===== src/rtl/int_priority_dispatch.sv =====
// -----------------------------------------------------------------------------
// int_priority_dispatch
//
// Sits between the interrupt collector (latched pending bits) and the CPU.
// Each service round picks one eligible source: highest programmed priority
// wins, and ties are broken round-robin starting at rr_ptr. The chosen source
// is offered to the CPU over an irq/ack/eoi handshake. Once the CPU signals
// end-of-interrupt, a one-cycle one-hot clear pulse retires the source in the
// collector. Only one interrupt is in flight at any time (no preemption).
//
// Ports
//   clk          in   1                   clock
//   rst_x        in   1                   asynchronous active-low reset
//   int_pending  in   INT_NUM             latched pending bits (level)
//   int_enable   in   INT_NUM             per-source dispatch enable
//   pri_cfg      in   INT_NUM*PRI_WIDTH   priority of source i at [i*PRI_WIDTH +: PRI_WIDTH]
//   cpu_ack      in   1                   CPU accepts the presented interrupt
//   cpu_eoi      in   1                   CPU has finished servicing it
//   cpu_irq      out  1                   interrupt request to the CPU
//   irq_id       out  ID_WIDTH            index of the presented / in-service source
//   irq_pri      out  PRI_WIDTH           priority of the presented source
//   int_clr      out  INT_NUM             one-hot, one-cycle clear pulse
//   busy         out  1                   dispatcher is not idle
//   timeout_err  out  1                   one-cycle pulse when the CPU never acked
//
// All outputs come straight from flops.
// -----------------------------------------------------------------------------
module int_priority_dispatch #(
  parameter int INT_NUM   = 6,
  parameter int PRI_WIDTH = 2,
  parameter int ID_WIDTH  = 3,
  parameter int TO_WIDTH  = 8
) (
  input  logic                         clk,
  input  logic                         rst_x,
  input  logic [INT_NUM-1:0]           int_pending,
  input  logic [INT_NUM-1:0]           int_enable,
  input  logic [INT_NUM*PRI_WIDTH-1:0] pri_cfg,
  input  logic                         cpu_ack,
  input  logic                         cpu_eoi,
  output logic                         cpu_irq,
  output logic [ID_WIDTH-1:0]          irq_id,
  output logic [PRI_WIDTH-1:0]         irq_pri,
  output logic [INT_NUM-1:0]           int_clr,
  output logic                         busy,
  output logic                         timeout_err
);

  typedef enum logic [2:0] {
    ST_IDLE    = 3'd0,
    ST_ARB     = 3'd1,
    ST_REQ     = 3'd2,
    ST_SERVICE = 3'd3,
    ST_CLR     = 3'd4
  } state_t;

  // Next source index after v, wrapping INT_NUM-1 back to 0.
  function automatic logic [ID_WIDTH-1:0] wrap_inc(input logic [ID_WIDTH-1:0] v);
    logic [ID_WIDTH-1:0] r;
    if (v == ID_WIDTH'(INT_NUM - 1)) begin
      r = '0;
    end else begin
      r = v + ID_WIDTH'(1);
    end
    return r;
  endfunction

  // Registered state and outputs
  state_t                 state_q,       state_d;
  logic [ID_WIDTH-1:0]    rr_ptr_q,      rr_ptr_d;
  logic [TO_WIDTH-1:0]    to_cnt_q,      to_cnt_d;
  logic                   cpu_irq_q,     cpu_irq_d;
  logic [ID_WIDTH-1:0]    irq_id_q,      irq_id_d;
  logic [PRI_WIDTH-1:0]   irq_pri_q,     irq_pri_d;
  logic [INT_NUM-1:0]     int_clr_q,     int_clr_d;
  logic                   busy_q,        busy_d;
  logic                   timeout_err_q, timeout_err_d;

  // Combinational helpers
  logic [INT_NUM-1:0]     eligible_s;
  logic [PRI_WIDTH-1:0]   pri_s [INT_NUM];
  logic                   win_found_s;
  logic [ID_WIDTH-1:0]    win_id_s;
  logic [PRI_WIDTH-1:0]   win_pri_s;
  logic                   cur_live_s;

  assign eligible_s = int_pending & int_enable;

  // The presented source is still wanted only while it is both pending and enabled.
  assign cur_live_s = int_pending[irq_id_q] & int_enable[irq_id_q];

  // Split the flat priority bus into one field per source.
  for (genvar g = 0; g < INT_NUM; g++) begin : g_pri
    assign pri_s[g] = pri_cfg[g*PRI_WIDTH +: PRI_WIDTH];
  end

  // Arbiter: walk all sources starting at rr_ptr with wrap. A later candidate
  // replaces the current best only on a strictly higher priority, so among
  // equals the first one reached from rr_ptr keeps the win.
  always_comb begin
    logic [ID_WIDTH-1:0] scan_v;
    logic                take_v;
    win_found_s = 1'b0;
    win_id_s    = '0;
    win_pri_s   = '0;
    scan_v      = rr_ptr_q;
    take_v      = 1'b0;
    for (int k = 0; k < INT_NUM; k++) begin
      take_v      = eligible_s[scan_v] & (~win_found_s | (pri_s[scan_v] > win_pri_s));
      win_found_s = win_found_s | take_v;
      win_id_s    = take_v ? scan_v        : win_id_s;
      win_pri_s   = take_v ? pri_s[scan_v] : win_pri_s;
      scan_v      = wrap_inc(scan_v);
    end
  end

  // Next-state and next-output logic for the service round.
  always_comb begin
    state_d       = state_q;
    rr_ptr_d      = rr_ptr_q;
    to_cnt_d      = to_cnt_q;
    irq_id_d      = irq_id_q;
    irq_pri_d     = irq_pri_q;
    int_clr_d     = '0;
    timeout_err_d = 1'b0;

    case (state_q)
      ST_IDLE: begin
        if (|eligible_s) begin
          state_d = ST_ARB;
        end else begin
          state_d = ST_IDLE;
        end
      end

      ST_ARB: begin
        to_cnt_d = '0;
        if (win_found_s) begin
          state_d   = ST_REQ;
          irq_id_d  = win_id_s;
          irq_pri_d = win_pri_s;
        end else begin
          // Everything was withdrawn between IDLE and ARB.
          state_d = ST_IDLE;
        end
      end

      ST_REQ: begin
        // Ack has precedence over both withdrawal and timeout.
        if (cpu_ack) begin
          state_d = ST_SERVICE;
        end else if (!cur_live_s) begin
          state_d = ST_IDLE;
        end else if (&to_cnt_q) begin
          // Skip past the unacknowledged source so a stuck CPU path
          // cannot starve its equal-priority neighbours forever.
          state_d       = ST_IDLE;
          timeout_err_d = 1'b1;
          rr_ptr_d      = wrap_inc(irq_id_q);
        end else begin
          to_cnt_d = to_cnt_q + TO_WIDTH'(1);
        end
      end

      ST_SERVICE: begin
        if (cpu_eoi) begin
          state_d = ST_CLR;
        end else begin
          state_d = ST_SERVICE;
        end
      end

      ST_CLR: begin
        int_clr_d[irq_id_q] = 1'b1;
        rr_ptr_d            = wrap_inc(irq_id_q);
        state_d             = ST_IDLE;
      end

      default: begin
        state_d = ST_IDLE;
      end
    endcase

    cpu_irq_d = (state_d == ST_REQ);
    busy_d    = (state_d != ST_IDLE);
  end

  // State, pointers and output registers.
  always_ff @(posedge clk or negedge rst_x) begin
    if (!rst_x) begin
      state_q       <= ST_IDLE;
      rr_ptr_q      <= '0;
      to_cnt_q      <= '0;
      cpu_irq_q     <= 1'b0;
      irq_id_q      <= '0;
      irq_pri_q     <= '0;
      int_clr_q     <= '0;
      busy_q        <= 1'b0;
      timeout_err_q <= 1'b0;
    end else begin
      state_q       <= state_d;
      rr_ptr_q      <= rr_ptr_d;
      to_cnt_q      <= to_cnt_d;
      cpu_irq_q     <= cpu_irq_d;
      irq_id_q      <= irq_id_d;
      irq_pri_q     <= irq_pri_d;
      int_clr_q     <= int_clr_d;
      busy_q        <= busy_d;
      timeout_err_q <= timeout_err_d;
    end
  end

  assign cpu_irq     = cpu_irq_q;
  assign irq_id      = irq_id_q;
  assign irq_pri     = irq_pri_q;
  assign int_clr     = int_clr_q;
  assign busy        = busy_q;
  assign timeout_err = timeout_err_q;

endmodule


===== config.mk =====
export PLATFORM = sky130hd
export DESIGN_NAME = int_priority_dispatch
export DESIGN_NICKNAME = d
export VERILOG_FILES = /design/src/rtl/int_priority_dispatch.sv
export SDC_FILE = /design/constraint.sdc
export NUM_CORES = 1
export LEC_CHECK = 0
export CORE_ASPECT_RATIO = 2
export CORE_MARGIN = 2
export CORE_UTILIZATION = 60
export DETAILED_ROUTE_END_ITERATION = 12
export PLACE_DENSITY = 0.87
export SLEW_MARGIN = 20
export SYNTH_ARGS = -nofsm -noshare
export SYNTH_HDL_FRONTEND = slang
export SYNTH_SLANG_ARGS = --single-unit

===== constraint.sdc =====
create_clock -name clk -period 21.1 [get_ports clk]
set_input_delay 4.22 -clock clk [delete_from_list [all_inputs] [get_ports clk]]
set_output_delay 4.22 -clock clk [all_outputs]
set_load 0.01 [all_outputs]

* Yosys cells after proc, flatten, opt, wreduce, memory -nomap -nowiden
Cells that the tools add are included.
** Cells by class
- Add/sub/neg operators :: 7
- Magnitude comparators :: 19
- Equality and inequality tests :: 15
- Multiplexer cells :: 74
- Bitwise gates (word level) :: 28
- Reduce and logical (&&, ||, !) cells :: 10
** Operator list (count)
- two-way mux 3 bit :: 19
- two-way mux 2 bit :: 19
- binary-select mux 2 bit (select 3 bit) :: 6
- < comparator 3 x 4 -> 1 bit (second input constant) :: 7
- binary-select mux 1 bit (select 3 bit) :: 8
- greater-or-equal comparator 4 bit (second input constant) :: 6
- two-way mux 8 bit :: 3
- inverter 3 -> 4 bit :: 6
- == test 3 bit (second input constant) :: 7
- adder 3 x 1 -> 3 bit (second input constant) :: 6
- case mux 8 bit (2 select lines) :: 1
- two-way mux 1 bit :: 14
- case mux 3 bit (4 select lines) :: 1
- > comparator 2 bit :: 5
- OR 1 bit :: 10
- == test 3 x 2 -> 1 bit (second input constant) :: 3
- adder 8 x 1 -> 8 bit (second input constant) :: 1
- inequality test 2 bit (second input constant) :: 4
- AND reduction 4 bit :: 2
- AND reduction 8 bit :: 1
- bitwise AND 1 bit :: 6
- bitwise AND 6 bit :: 1
- two-way mux 6 bit :: 1
- case mux 3 bit (2 select lines) :: 1
- 10 further kinds :: 15
** Storage, ports and cells
- Bits in registers :: 28
- Input bits :: 28

* Logic depth before layout (Yosys ltp)
Gate-level depths: netlist of the first run.
- Word-level depth :: 29
- Depth in mapped cells :: 41
- Gate-level depth less buffers :: 37

* Worst setup path before layout of the first run
Ideal clock, no wire load.
- Kind :: in2reg
- Start :: input port int_enable[3]
- End :: register irq_id_q[0], in the netlist irq_id[0]
- Setup time :: 84 ps
- Data arrival time :: 10498 ps
- Path slack :: 10518 ps
- Stages on the path :: 36
- Path buffers :: 0
- Cell sequence :: nand2_1 o221a_4 a21oi_2 nand2_1 ha_1 inv_1 a221oi_2 a311oi_2 o31ai_4 mux2_2 ha_1 nor2b_1 a41oi_2 a21oi_1 o21bai_1 nand2_1 ha_1 nor2b_1 a2bb2oi_1 o211ai_1 o41ai_2 and2_1 a31oi_1 ha_1 nand2_1 o21ai_0 a21boi_2 mux2_2 a31oi_1 ha_1 nor2b_1 o21ai_0 o21ai_1 nand2_1 o2111ai_1 a41oi_2
** On the way
- Word-level cells in the longest chain between the ends :: 25
** Ends and longest elaborated chain
- start, declared :: line 37 : input logic [INT_NUM-1:0] int_enable,
- bitwise AND 6 bit (*) :: line 87 : assign eligible_s = int_pending & int_enable;
- binary-select mux 1 bit (select 3 bit) :: line 109 : take_v = eligible_s[scan_v] & (~win_found_s | (pri_s[scan_v] > win_pri_s));
- two-way mux 1 bit (not written as such) :: line 109
- two-way mux 2 bit :: line 112 : win_pri_s = take_v ? pri_s[scan_v] : win_pri_s;
- > comparator 2 bit :: line 109
- OR 1 bit :: line 109
- bitwise AND 1 bit :: line 109
- two-way mux 2 bit / OR 1 bit (equally long branches) :: line 112, 110
- [... 9 more ...]
- OR 1 bit :: line 109
- bitwise AND 1 bit :: line 109
- two-way mux 2 bit / OR 1 bit (equally long branches) :: line 112, 110
- > comparator 2 bit / inverter 1 bit (equally long branches) :: line 109
- OR 1 bit :: line 109
- bitwise AND 1 bit :: line 109
- OR 1 bit :: line 110 : win_found_s = win_found_s | take_v;
- AND reduction 2 bit (no line)
- end signal, assigned :: line 205 : irq_id_q <= irq_id_d;
- end, declared :: line 73 : logic [ID_WIDTH-1:0] irq_id_q, irq_id_d;
Every way passes the cells marked *; elsewhere a longest branch is shown, timed or not. The select of a mux whose other input is x is not followed.
A chain may end at the register's enable or synchronous reset.

* Final worst setup path of the first run
- Start :: input port int_pending[5]
- End :: register irq_id_q[0], in the netlist irq_id[0]
** On the way
- Word-level cells in the longest chain between the ends :: 25
** Ends and longest elaborated chain
- start, declared :: line 36 : input logic [INT_NUM-1:0] int_pending,
- bitwise AND 6 bit (*) :: line 87
- binary-select mux 1 bit (select 3 bit) :: line 109
- two-way mux 1 bit (not written as such) :: line 109
- two-way mux 2 bit :: line 112
- > comparator 2 bit :: line 109
- OR 1 bit :: line 109
- bitwise AND 1 bit :: line 109
- two-way mux 2 bit / OR 1 bit (equally long branches) :: line 112, 110
- [... 9 more ...]
- OR 1 bit :: line 109
- bitwise AND 1 bit :: line 109
- two-way mux 2 bit / OR 1 bit (equally long branches) :: line 112, 110
- > comparator 2 bit / inverter 1 bit (equally long branches) :: line 109
- OR 1 bit :: line 109
- bitwise AND 1 bit :: line 109
- OR 1 bit :: line 110
- AND reduction 2 bit (no line)
Marks and branches as above.

==> qor.txt, run 1 <==
WORST SETUP PATH
------------------------------------------------------------------------------
Critical Path AT ................................................     12.39 ns
Crit Path Max Fanout ............................................           12
Startpoint of the worst register-to-register path ............... rr_ptr_q[2]$_DFFE_PN0P_
Startpoint types ................................................ primary input
Worst flop-to-flop path endpoint ................................ irq_id[0]$_DFFE_PN0P_
Nature of the critical path endpoint ............................     register
CP required .....................................................     21.29 ns
Slowest stage cell, crit path ................................... clkdlybuf4s50_1
Crit-path max cell delay ........................................      0.54 ns
WS Path Type .................................................... primary input to register
Most used cell, CP ..............................................         ha_1
Reg2reg path depth ..............................................           36
CP Launch Point ................................................. int_pending[5]
Minimum setup slack among reg-to-reg paths ......................     11.96 ns

GRT
------------------------------------------------------------------------------
GRT Resource Usage Total ........................................        0.332
Remaining global-route overflow .................................            0
Antenna violations before repair ................................            0
Via count of the first global-routing pass ......................        2,926
Pin count of the biggest net entering global routing ............           49
Wire length of the first global-routing pass ....................    13,600 um

SYNTH
------------------------------------------------------------------------------
Top flip-flop cell by instance count after synthesis ............      dfrtp_1
Library cells used by synthesis .................................           76
Post-synth net total ............................................          389
Synth top area share ............................................        0.238
Synthesis Warnings ..............................................            0
Sequential share of the synthesized area ........................        0.238
Post-synthesis area per instance ................................     8.36 um2
Top area cells in the synthesized netlist ....................... dfrtp_1 24%, nand2_1 5.7%, mux2i_1 5.1%
Post-synth design cell area .....................................     2940 um2
Post-synth EDFFs ................................................            0
Gate Count Post-Synth ...........................................          352
Share of synthesized registers carrying an async set or reset ...         1.00
Yosys reg bits ..................................................           28
Library cell with the largest summed area after synthesis .......      dfrtp_1

DETAILED ROUTING
------------------------------------------------------------------------------
Final Routed Wirelength .........................................      8380 um
Violation count after the first detailed-routing iteration ......           87
Detailed-routing wirelength on met1 .............................      2850 um
Count of nets left with antenna violations after detail routing .            0
Routed wire per std cell ........................................      19.1 um
Via count normalized by instance count ..........................         6.67
Length of routed met2 wiring ....................................      4640 um
Routed via count ................................................        2,930
Length of the first detailed-routing pass in iterations .........            4
Detail Route met3 WL ............................................       282 um
Post-route DRC ..................................................            0
Max Used Layer ..................................................         met4

FINAL LAYOUT
------------------------------------------------------------------------------
Number of fill cells ............................................          393
Util after Layout ...............................................        0.708
Antenna Diode Count .............................................            0
Fraction of layout instances using a drive strength above 1 .....        0.115
Net total in the final layout ...................................          420
Post-synthesis to final-layout area growth ......................        15.9%
Area of all placed cells without fillers ........................     3410 um2

CLOCK NETWORK
------------------------------------------------------------------------------
Number of buffers inserted by hold repair at cts ................            0
Count of clock tree sinks .......................................           28
Number of buffers between clock root and the deepest sink .......            2
PostCTS Resize Cnt ..............................................            0
CTS buffer count ................................................            3
Buffer count from post-CTS setup fixing .........................            0
TritonCTS clock tree ............................................        built
Clock network latency to the later pin of the worst-skew pair ...      0.27 ns
Clk slew on worst S/H paths .....................................      0.09 ns
Number of H-tree levels .........................................            1
Clock root cell .................................................     clkbuf_8

PLACEMENT
------------------------------------------------------------------------------
Number of port buffers ..........................................           41
Global placement routability congestion .........................        0.959
Post-DP Area ....................................................     3340 um2
Detailed Place HPWL .............................................      6640 um

TIMING
------------------------------------------------------------------------------
Setup violations, final .........................................            0
Max-slew violation total from the final report ..................            0
Post-route setup TNS ............................................         0 ns
Tightest slew margin relative to the limit ......................        0.400
Highest achievable clock rate ...................................     82.0 MHz
Part of the cycle the worst path needs ..........................        0.578
Shortest period the worst path allows ...........................     12.20 ns
Least-Margin Pin Slew ...........................................     0.901 ns
Hold Violations, Final ..........................................            0
Setup repair after global routing missed its margin .............        false
Final setup skew ................................................   0.00583 ns

POWER
------------------------------------------------------------------------------
Areal power density over the cells ..............................   187 nW/um2
Worst IR Drop VDD ...............................................       118 uV
Leakage power ...................................................   0.00143 uW

HOLD PATH
------------------------------------------------------------------------------
Hold Path Depth .................................................            2
Class of the worst hold path .................................... register to register
Beginning of the worst hold path ................................ irq_pri[1]$_DFFE_PN0P_
WHS Endpoint .................................................... irq_pri[1]$_DFFE_PN0P_

FLOORPLANNING
------------------------------------------------------------------------------
Top-Level Pins ..................................................           42
Core ar. ........................................................     4820 um2
Vert. Die Dim ...................................................       103 um
Starting Density ................................................        0.611
Die footprint ...................................................     5510 um2
Width of the chip ...............................................      53.5 um
Floorplan row count .............................................           36

JOB
------------------------------------------------------------------------------
Number of maximum-capacitance constraint violations .............            0

OUTCOME
------------------------------------------------------------------------------
Result of the run ............................................... complete, no violations

## logic make-up after synthesis
| logic type | after synthesis | share of synthesized area |
|---|---|---|
| AND/OR/NAND/NOR | 155 | 0.273 |
| flip-flops | 28 | 0.238 |
| buffers and inverters | 26 | 0.0468 |
| multiplexers | 26 | 0.110 |
| XOR/XNOR | 4 | 0.0119 |
| adder cells (fa/ha/maj) | 9 | 0.0383 |
| AO/OA/AOI/OAI | 104 | 0.282 |
## registers in the layout, indices dropped and copies added, names as in the netlist
name         flops
to_cnt_q         8
int_clr          6
irq_id           3
rr_ptr_q         3
state_q          3
irq_pri          2
busy             1
cpu_irq          1
timeout_err      1
## cells in the final DEF (no fill, tap or decap), types with 3 or more instances in the layout
| master | synthesis | layout |
|---|---|---|
| nor2_1 | 30 | 30 |
| nand3_1 | 9 | 9 |
| nand2b_1 | 9 | 9 |
| o21ai_0 | 14 | 14 |
| mux4_2 | 3 | 3 |
| buf_4 | 4 | 3 |
| mux2_2 | 7 | 7 |
| a31oi_1 | 7 | 7 |
| and2_1 | 10 | 10 |
| nand2_1 | 45 | 45 |
| a21oi_1 | 20 | 20 |
| or2_2 | 3 | 3 |
| clkbuf_8 | 0 | 3 |
| a21o_1 | 5 | 5 |
| and3_1 | 7 | 7 |
| or3_1 | 6 | 6 |
| nand4_1 | 5 | 5 |
| o21ai_1 | 3 | 3 |
| a22oi_1 | 4 | 4 |
| mux2i_1 | 15 | 15 |
| clkdlybuf4s50_1 | 0 | 41 |
| nor2b_1 | 9 | 9 |
| nor3_1 | 8 | 8 |
| inv_1 | 7 | 7 |
| o211ai_1 | 9 | 9 |
| dfrtp_1 | 28 | 28 |
| ha_1 | 9 | 9 |
| xor2_1 | 4 | 4 |
## stage by stage
step	worst slack (ns)	total power (uW)	std cells	hold slack [ns]
floorplan	10.52	477	352	0.503
global placement	9.09	571	435	0.520
detailed placement	8.76	584	435	0.506
CTS	9.02	628	439	0.527
global route	8.45	691	439	0.566
finish	8.90	637	439	0.537
## where the power goes
part,switching [uW],total (uW),internal (uW)
Clock,16.0,41.4,25.4
Combinational,292,500,208
Sequential,29.4,95.6,66.2
Total,338,637,300
## how the worst max path moves through the flow
stage | endpoint | cells past startpoint
after floorplan | irq_id[0]$_DFFE_PN0P_ | 36
after global placement | irq_id[0]$_DFFE_PN0P_ | 37
after detailed placement | irq_id[0]$_DFFE_PN0P_ | 37
after CTS | irq_id[0]$_DFFE_PN0P_ | 37
after global routing | irq_id[0]$_DFFE_PN0P_ | 37
final | irq_id[0]$_DFFE_PN0P_ | 37
## routing by layer
metal | vias to the layer above | track usage
met2 | 102 | 0.613
li1 | 1387 | -
met5 | - | 0
met3 | 42 | 0.0362
met1 | 1399 | 0.314
met4 | 0 | 0.252
## worst max-delay path, delay by kind of cell
family | cells | cell delay (ns)
compound gates | 19 | 3.81
buf+inv | 2 | 0.60
simple gates | 9 | 1.55
fa+ha+maj | 5 | 1.42
mux | 2 | 0.79
## Yosys cell counts, types with 3 or more instances
cell,n
nand2_1,45
nor2_1,30
dfrtp_1,28
a21oi_1,20
mux2i_1,15
o21ai_0,14
clkbuf_1,11
and2_1,10
ha_1,9
nand2b_1,9
nand3_1,9
nor2b_1,9
o211ai_1,9
nor3_1,8
a31oi_1,7
and3_1,7
inv_1,7
mux2_2,7
or3_1,6
a21o_1,5
nand4_1,5
a22oi_1,4
buf_4,4
xor2_1,4
mux4_2,3
o21ai_1,3
or2_2,3
## area by class of cell
class / count / area, um2 / area share
Sequential cell: 28 / 701 / 0.205
Clock buffer: 3 / 41.3 / 0.0121
Clock inverter: 1 / 30.0 / 0.00880
Inverter: 8 / 30.0 / 0.00880
Timing Repair Buffer: 44 / 433 / 0.127
Tap cell: 57 / 71.3 / 0.0209
Multi-Input combinational cell: 298 / 2100 / 0.617
Power figures use the tool's default switching activity.
==> run 2, diff against run 1 <==
- CORE_UTILIZATION: 60 -> 50
- PLACE_DENSITY: 0.87 -> 0.77
- clock period: 21.1 -> 10.4 ns (I/O delays scaled with it)
==> qor.txt, run 2 (same netlist as run 1, synthesis figures left out) <==
OUTCOME
------------------------------------------------------------------------------
Result of the run ............................................... complete, no violations   unchanged

POWER
------------------------------------------------------------------------------
Fraction of power spent switching nets ..........................        0.509   was 0.530
Worst IR Drop VDD ...............................................       276 uV   was 118 uV
Leakage power ...................................................   0.00146 uW   was 0.00143 uW
Relative contribution of sequential cells to total power ........        0.139   was 0.150
Clock power share ...............................................        0.085   was 0.065
Comb power frac .................................................        0.776   was 0.785
Sw power ........................................................       669 uW   was 338 uW
Areal power density over the cells ..............................   378 nW/um2   was 187 nW/um2
Cell internal power dissipation .................................       645 uW   was 300 uW

TIMING
------------------------------------------------------------------------------
Max-slew violation total from the final report ..................            0   unchanged
Worst setup margin ..............................................     0.704 ns   was 8.90 ns
Hold Violations, Final ..........................................            0   unchanged
Part of the cycle the worst path needs ..........................        0.932
Highest achievable clock rate ...................................      103 MHz
Least-Margin Pin Slew ...........................................     0.842 ns   was 0.901 ns
Final setup skew ................................................   0.00738 ns   was 0.00583 ns
Shortest period the worst path allows ...........................      9.70 ns
Tightest slew margin relative to the limit ......................        0.435   was 0.400
Post-route setup TNS ............................................         0 ns   unchanged
Setup repair after global routing missed its margin .............        false   unchanged
Setup violations, final .........................................            0   unchanged

HOLD PATH
------------------------------------------------------------------------------
Class of the worst hold path .................................... register to register   unchanged

DETAILED ROUTING
------------------------------------------------------------------------------
Via count normalized by instance count ..........................         6.40   was 6.67
Length of the first detailed-routing pass in iterations .........            4   unchanged
Final Routed Wirelength .........................................      8020 um   was 8380 um
Routed via count ................................................        2,860   was 2,930
Violation count after the first detailed-routing iteration ......          145   was 87
Post-route DRC ..................................................            0   unchanged
Routed wire per std cell ........................................      17.9 um   was 19.1 um
Count of nets left with antenna violations after detail routing .            0   unchanged

GRT
------------------------------------------------------------------------------
Remaining global-route overflow .................................            0   unchanged
Wire length of the first global-routing pass ....................    13,300 um   was 13,600 um
Antenna violations before repair ................................            0   unchanged
Via count of the first global-routing pass ......................        2,912   was 2,926
GRT Resource Usage Total ........................................        0.258   was 0.332
Pin count of the biggest net entering global routing ............           29   was 49

FINAL LAYOUT
------------------------------------------------------------------------------
Fraction of layout instances using a drive strength above 1 .....        0.124   was 0.115
Post-synthesis to final-layout area growth ......................        18.2%   was 15.9%
Antenna Diode Count .............................................            0   unchanged
Most common cell after layout, fill and taps aside ..............      nand2_1   unchanged
Total area of sequential cells ..................................      701 um2   unchanged
Util after Layout ...............................................        0.609   was 0.708
Largest register by flop count ..................................     to_cnt_q   unchanged
Number of flip-flops in the largest register ....................            8   unchanged
Net total in the final layout ...................................          424   was 420
Commonest non-fill, non-tap cells in the layout ................. 45 x nand2_1, 41 x clkdlybuf4s50_1, 30 x nor2_1   unchanged
Number of fill cells ............................................          502   was 393
Area used by multi-input combinational logic ....................     2100 um2   unchanged

PLACEMENT
------------------------------------------------------------------------------
Pre-CTS worst setup slack .......................................     0.279 ns   was 8.76 ns
Number of port buffers ..........................................           41   unchanged
Detailed Place HPWL .............................................      6440 um   was 6640 um
Global placement routability congestion .........................        0.977   was 0.959

CLOCK NETWORK
------------------------------------------------------------------------------
Clock root cell .................................................    clkbuf_16   was clkbuf_8
Number of buffers inserted by hold repair at cts ................            0   unchanged
Number of H-tree levels .........................................            1   unchanged
Clk slew on worst S/H paths .....................................      0.07 ns   was 0.09 ns
TritonCTS clock tree ............................................        built   unchanged
Clock network latency to the later pin of the worst-skew pair ...      0.26 ns   was 0.27 ns
Count of clock tree sinks .......................................           28   unchanged
Number of buffers between clock root and the deepest sink .......            2   unchanged
CTS buffer count ................................................            3   unchanged

WORST SETUP PATH
------------------------------------------------------------------------------
Crit-path max cell delay ........................................      0.52 ns   was 0.54 ns
Critical Path AT ................................................      9.88 ns   was 12.39 ns
Nature of the critical path endpoint ............................     register   unchanged
Minimum setup slack among reg-to-reg paths ......................      1.70 ns   was 11.96 ns
Crit Path Max Fanout ............................................            7   was 12
Most used cell, CP ..............................................         ha_1   unchanged
Slowest stage cell, crit path ................................... clkdlybuf4s50_1   unchanged
WS Path Type .................................................... primary input to register   unchanged
CP required .....................................................     10.58 ns   was 21.29 ns
Startpoint types ................................................ primary input   unchanged

FLOORPLANNING
------------------------------------------------------------------------------
Die footprint ...................................................     6550 um2   was 5510 um2
Core ar. ........................................................     5710 um2   was 4820 um2
Vert. Die Dim ...................................................       112 um   was 103 um
Floorplan row count .............................................           39   was 36
Starting Density ................................................        0.515   was 0.611
Width of the chip ...............................................      58.2 um   was 53.5 um
Top-Level Pins ..................................................           42   unchanged

JOB
------------------------------------------------------------------------------
Number of maximum-capacitance constraint violations .............            0   unchanged

-- run 2: worst paths after layout --
check                                         from                      to  depth (start not counted)
max                                 int_pending[5]   irq_id[0]$_DFFE_PN0P_                         37
min                         irq_pri[1]$_DFFE_PN0P_  irq_pri[1]$_DFFE_PN0P_                          2
max reg2reg                rr_ptr_q[2]$_DFFE_PN0P_   irq_id[0]$_DFFE_PN0P_                         36
min reg2reg                 irq_pri[1]$_DFFE_PN0P_  irq_pri[1]$_DFFE_PN0P_                          2
max in group asynchronous                    rst_x    int_clr[1]$_DFF_PN0_                          2
min in group asynchronous                    rst_x    state_q[1]$_DFF_PN0_                          2
-- run 2: per-layer routing --
metal	wire (um)	track usage	vias up
met5	0	0	-
met4	530	0.172	0
met3	240	0.0276	29
met2	4400	0.480	71
met1	2850	0.254	1362
li1	-	-	1398
-- run 2: metrics by stage --
stage	power [uW]	instances	instance area (um2)	hold WS, ns
floorplan	967	352	2940	0.503
global placement	1170	441	3360	0.506
detailed placement	1180	441	3360	0.517
CTS	1290	445	3460	0.533
global route	1440	447	3480	0.570
finish	1310	447	3480	0.531
-- run 2: layout make-up --
cell class	instances	area share
clock buffer	3	0.0216
sequential	28	0.201
inverter	8	0.00863
clock inverter	1	0.00863
multi-input combinational	298	0.605
tap	61	0.0219
timing repair buffer	48	0.133
-- run 2: critical path, delay by kind of cell --
family	cells	cell delay, ns
buf+inv	2	0.58
simple gates	9	1.54
mux	2	0.78
fa+ha+maj	5	1.41
compound gates	19	3.49
-- run 2: repair_timing --
| item | CTS | global route |
|---|---|---|
| gates resized for setup | 0 | 0 |
| setup buffers | 0 | 2 |
| setup endpoints to repair | 0 | 5 |
-- run 2: power by group through the flow --
stage	Combinational, uW	Clock (uW)	Sequential, uW
floorplan	806	0	161
global placement	982	0	184
detailed placement	993	0	184
CTS	998	113	182
global route	1130	118	188
finish	1020	112	183
==> run 3, diff against run 2 <==
- ABC_AREA: default -> 1
- PLACE_DENSITY: 0.77 -> 0.78
==> qor.txt, run 3 <==
OUTCOME
------------------------------------------------------------------------------
Result of the run ............................................... complete, no violations   unchanged

TIMING
------------------------------------------------------------------------------
Tightest slew margin relative to the limit ......................        0.286   was 0.435
Part of the cycle the worst path needs ..........................        0.832   was 0.932
Least-Margin Pin Slew ...........................................      1.07 ns   was 0.842 ns
Hold Violations, Final ..........................................            0   unchanged
Max-slew violation total from the final report ..................            0   unchanged
Worst setup margin ..............................................      1.74 ns   was 0.704 ns
Final setup skew ................................................   0.00261 ns   was 0.00738 ns
Setup repair after global routing missed its margin .............        false   unchanged
Shortest period the worst path allows ...........................      8.66 ns   was 9.70 ns
Setup violations, final .........................................            0   unchanged
Highest achievable clock rate ...................................      116 MHz   was 103 MHz
Post-route setup TNS ............................................         0 ns   unchanged

GRT
------------------------------------------------------------------------------
Wire length of the first global-routing pass ....................    12,400 um   was 13,300 um
GRT Resource Usage Total ........................................        0.254   was 0.258
Pin count of the biggest net entering global routing ............           36   was 29
Remaining global-route overflow .................................            0   unchanged
Via count of the first global-routing pass ......................        2,897   was 2,912
Antenna violations before repair ................................            0   unchanged

SYNTH
------------------------------------------------------------------------------
Library cells used by synthesis .................................           42   was 76
Commonest cells in the synthesized netlist ...................... 115 x nand2_1, 72 x inv_1, 45 x nand3_1   was 45 x nand2_1, 30 x nor2_1, 28 x dfrtp_1
Most frequent cell after synthesis ..............................      nand2_1   unchanged
Post-synth design cell area .....................................     2770 um2   was 2940 um2
Top flip-flop cell by instance count after synthesis ............      dfrtp_1   unchanged
Synth top area share ............................................        0.253   was 0.238
Post-synth net total ............................................          477   was 389
Top area cells in the synthesized netlist ....................... dfrtp_1 25%, nand2_1 16%, inv_1 9.8%   was dfrtp_1 24%, nand2_1 5.7%, mux2i_1 5.1%
Sequential share of the synthesized area ........................        0.253   was 0.238
Gate Count Post-Synth ...........................................          440   was 352
Synthesis Warnings ..............................................            0   unchanged
Share of synthesized registers carrying an async set or reset ...         1.00   unchanged
Post-synthesis area per instance ................................     6.28 um2   was 8.36 um2
Post-synth EDFFs ................................................            0   unchanged
Library cell with the largest summed area after synthesis .......      dfrtp_1   unchanged
Yosys reg bits ..................................................           28   unchanged

CLOCK NETWORK
------------------------------------------------------------------------------
Number of buffers between clock root and the deepest sink .......            2   unchanged
Count of clock tree sinks .......................................           28   unchanged
Number of H-tree levels .........................................            1   unchanged
Clk slew on worst S/H paths .....................................      0.10 ns   was 0.07 ns
Clock root cell .................................................     clkbuf_8   was clkbuf_16
TritonCTS clock tree ............................................        built   unchanged
PostCTS Resize Cnt ..............................................            0   unchanged
Buffer count from post-CTS setup fixing .........................            0   unchanged
Number of buffers inserted by hold repair at cts ................            0   unchanged
CTS buffer count ................................................            3   unchanged
Clock network latency to the later pin of the worst-skew pair ...      0.28 ns   was 0.26 ns

FINAL LAYOUT
------------------------------------------------------------------------------
Net total in the final layout ...................................          517   was 424
Util after Layout ...............................................        0.612   was 0.609
Fraction of layout instances using a drive strength above 1 .....       0.0939   was 0.124
Post-synthesis to final-layout area growth ......................        18.8%   was 18.2%
Area of all placed cells without fillers ........................     3290 um2   was 3480 um2
Commonest non-fill, non-tap cells in the layout ................. 115 x nand2_1, 72 x inv_1, 45 x nand3_1   was 45 x nand2_1, 41 x clkdlybuf4s50_1, 30 x nor2_1
Largest register by flop count ..................................     to_cnt_q   unchanged
Antenna Diode Count .............................................            0   unchanged
Most common cell after layout, fill and taps aside ..............      nand2_1   unchanged
Number of flip-flops in the largest register ....................            8   unchanged

WORST SETUP PATH
------------------------------------------------------------------------------
Nature of the critical path endpoint ............................     register   unchanged
Critical Path AT ................................................      8.84 ns   was 9.88 ns
CP Launch Point ................................................. int_enable[3]   was int_pending[5]
Startpoint types ................................................ primary input   unchanged
WS Path Type .................................................... primary input to register   unchanged
Crit-path max cell delay ........................................      0.52 ns   about the same
Slowest stage cell, crit path ................................... clkdlybuf4s50_1   unchanged
Most used cell, CP ..............................................      nand2_1   was ha_1
Startpoint of the worst register-to-register path ............... rr_ptr_q[0]$_DFFE_PN0P_   was rr_ptr_q[2]$_DFFE_PN0P_
CP required .....................................................     10.58 ns   about the same
Crit Path Max Fanout ............................................            9   was 7

DETAILED ROUTING
------------------------------------------------------------------------------
Violation count after the first detailed-routing iteration ......          136   was 145
Routed wire per std cell ........................................      13.9 um   was 17.9 um
Post-route DRC ..................................................            0   unchanged
Final Routed Wirelength .........................................      7510 um   was 8020 um
Length of the first detailed-routing pass in iterations .........            5   was 4
Via count normalized by instance count ..........................         5.44   was 6.40
Routed via count ................................................        2,931   was 2,860
Count of nets left with antenna violations after detail routing .            0   unchanged

FLOORPLANNING
------------------------------------------------------------------------------
Die footprint ...................................................     6180 um2   was 6550 um2
Top-Level Pins ..................................................           42   unchanged
Width of the chip ...............................................      56.6 um   was 58.2 um
Vert. Die Dim ...................................................       109 um   was 112 um
Core ar. ........................................................     5370 um2   was 5710 um2
Floorplan row count .............................................           38   was 39
Starting Density ................................................        0.515   about the same

PLACEMENT
------------------------------------------------------------------------------
Global placement routability congestion .........................        0.931   was 0.977
Number of port buffers ..........................................           41   unchanged
Detailed Place HPWL .............................................      6130 um   was 6440 um
Pre-CTS worst setup slack .......................................      1.44 ns   was 0.279 ns
Post-DP Area ....................................................     3210 um2   was 3360 um2

HOLD PATH
------------------------------------------------------------------------------
Beginning of the worst hold path ................................ irq_pri[1]$_DFFE_PN0P_   unchanged
Class of the worst hold path .................................... register to register   unchanged

JOB
------------------------------------------------------------------------------
Number of maximum-capacitance constraint violations .............            0   unchanged

==> run 3: cell count changes in the layout (fill, tap and decap cells not counted), moves of 15 or more <==
cell,delta
nand2_1,+70
inv_1,+65
o21ai_0,+20
nand3_1,+36
mux2i_1,-15
==> run 3: logic make-up (layout without fill, tap and decap cells) <==
family,count (synthesis),after routing,share of synthesized area
fa+ha+maj,9,9,0.0407
buf+inv,87,126,0.125
compound gates,76,76,0.177
simple gates,240,240,0.404
flops,28,28,0.253
==> run 3: final timing paths <==
path / endpoint / slack (ns) / cells after the start
max in group asynchronous: to_cnt_q[4]$_DFFE_PN0P_ / 7.97 / 2
hold / removal: irq_pri[1]$_DFFE_PN0P_ / 0.49 / 2
setup / recovery: irq_id[0]$_DFFE_PN0P_ / 1.74 / 55
hold reg to reg: irq_pri[1]$_DFFE_PN0P_ / 0.49 / 2
min in group asynchronous: int_clr[2]$_DFF_PN0_ / 2.17 / 2
setup reg to reg: irq_id[0]$_DFFE_PN0P_ / 2.60 / 53
==> run 3: cell type report <==
cell class / count / area (um2)
flip-flops and latches: 28 / 701
clock buffers: 3 / 41.3
inverters: 80 / 303
well taps: 60 / 75.1
repair buffers: 42 / 418
fillers: 529 / 2090
multi-input cells: 325 / 1720
clock inverters: 1 / 30.0
==> run 3: per-stage QoR <==
step / hold WS, ns / instances
after floorplan: 0.457 / 440
final: 0.492 / 539
after global routing: 0.507 / 539
after detailed placement: 0.470 / 535
after CTS: 0.494 / 539
after global placement: 0.464 / 535
==> run 3: critical path: cells and delay by family <==
kind / cells / cell delay [ns]
buf+inv: 12 / 1.31
compound gates: 6 / 0.71
simple gates: 32 / 3.37
fa+ha+maj: 5 / 1.33
==> run 3: metal layers <==
layer,track usage,wire length [um],up-vias
met5,0,0,-
met4,0.221,586,0
met3,0.0249,313,39
met2,0.480,3960,110
met1,0.232,2650,1283
li1,-,-,1499
Power of run 3 is not shown: default switching activity piles up to over one toggle a cycle in this logic, so the estimate is an artifact.
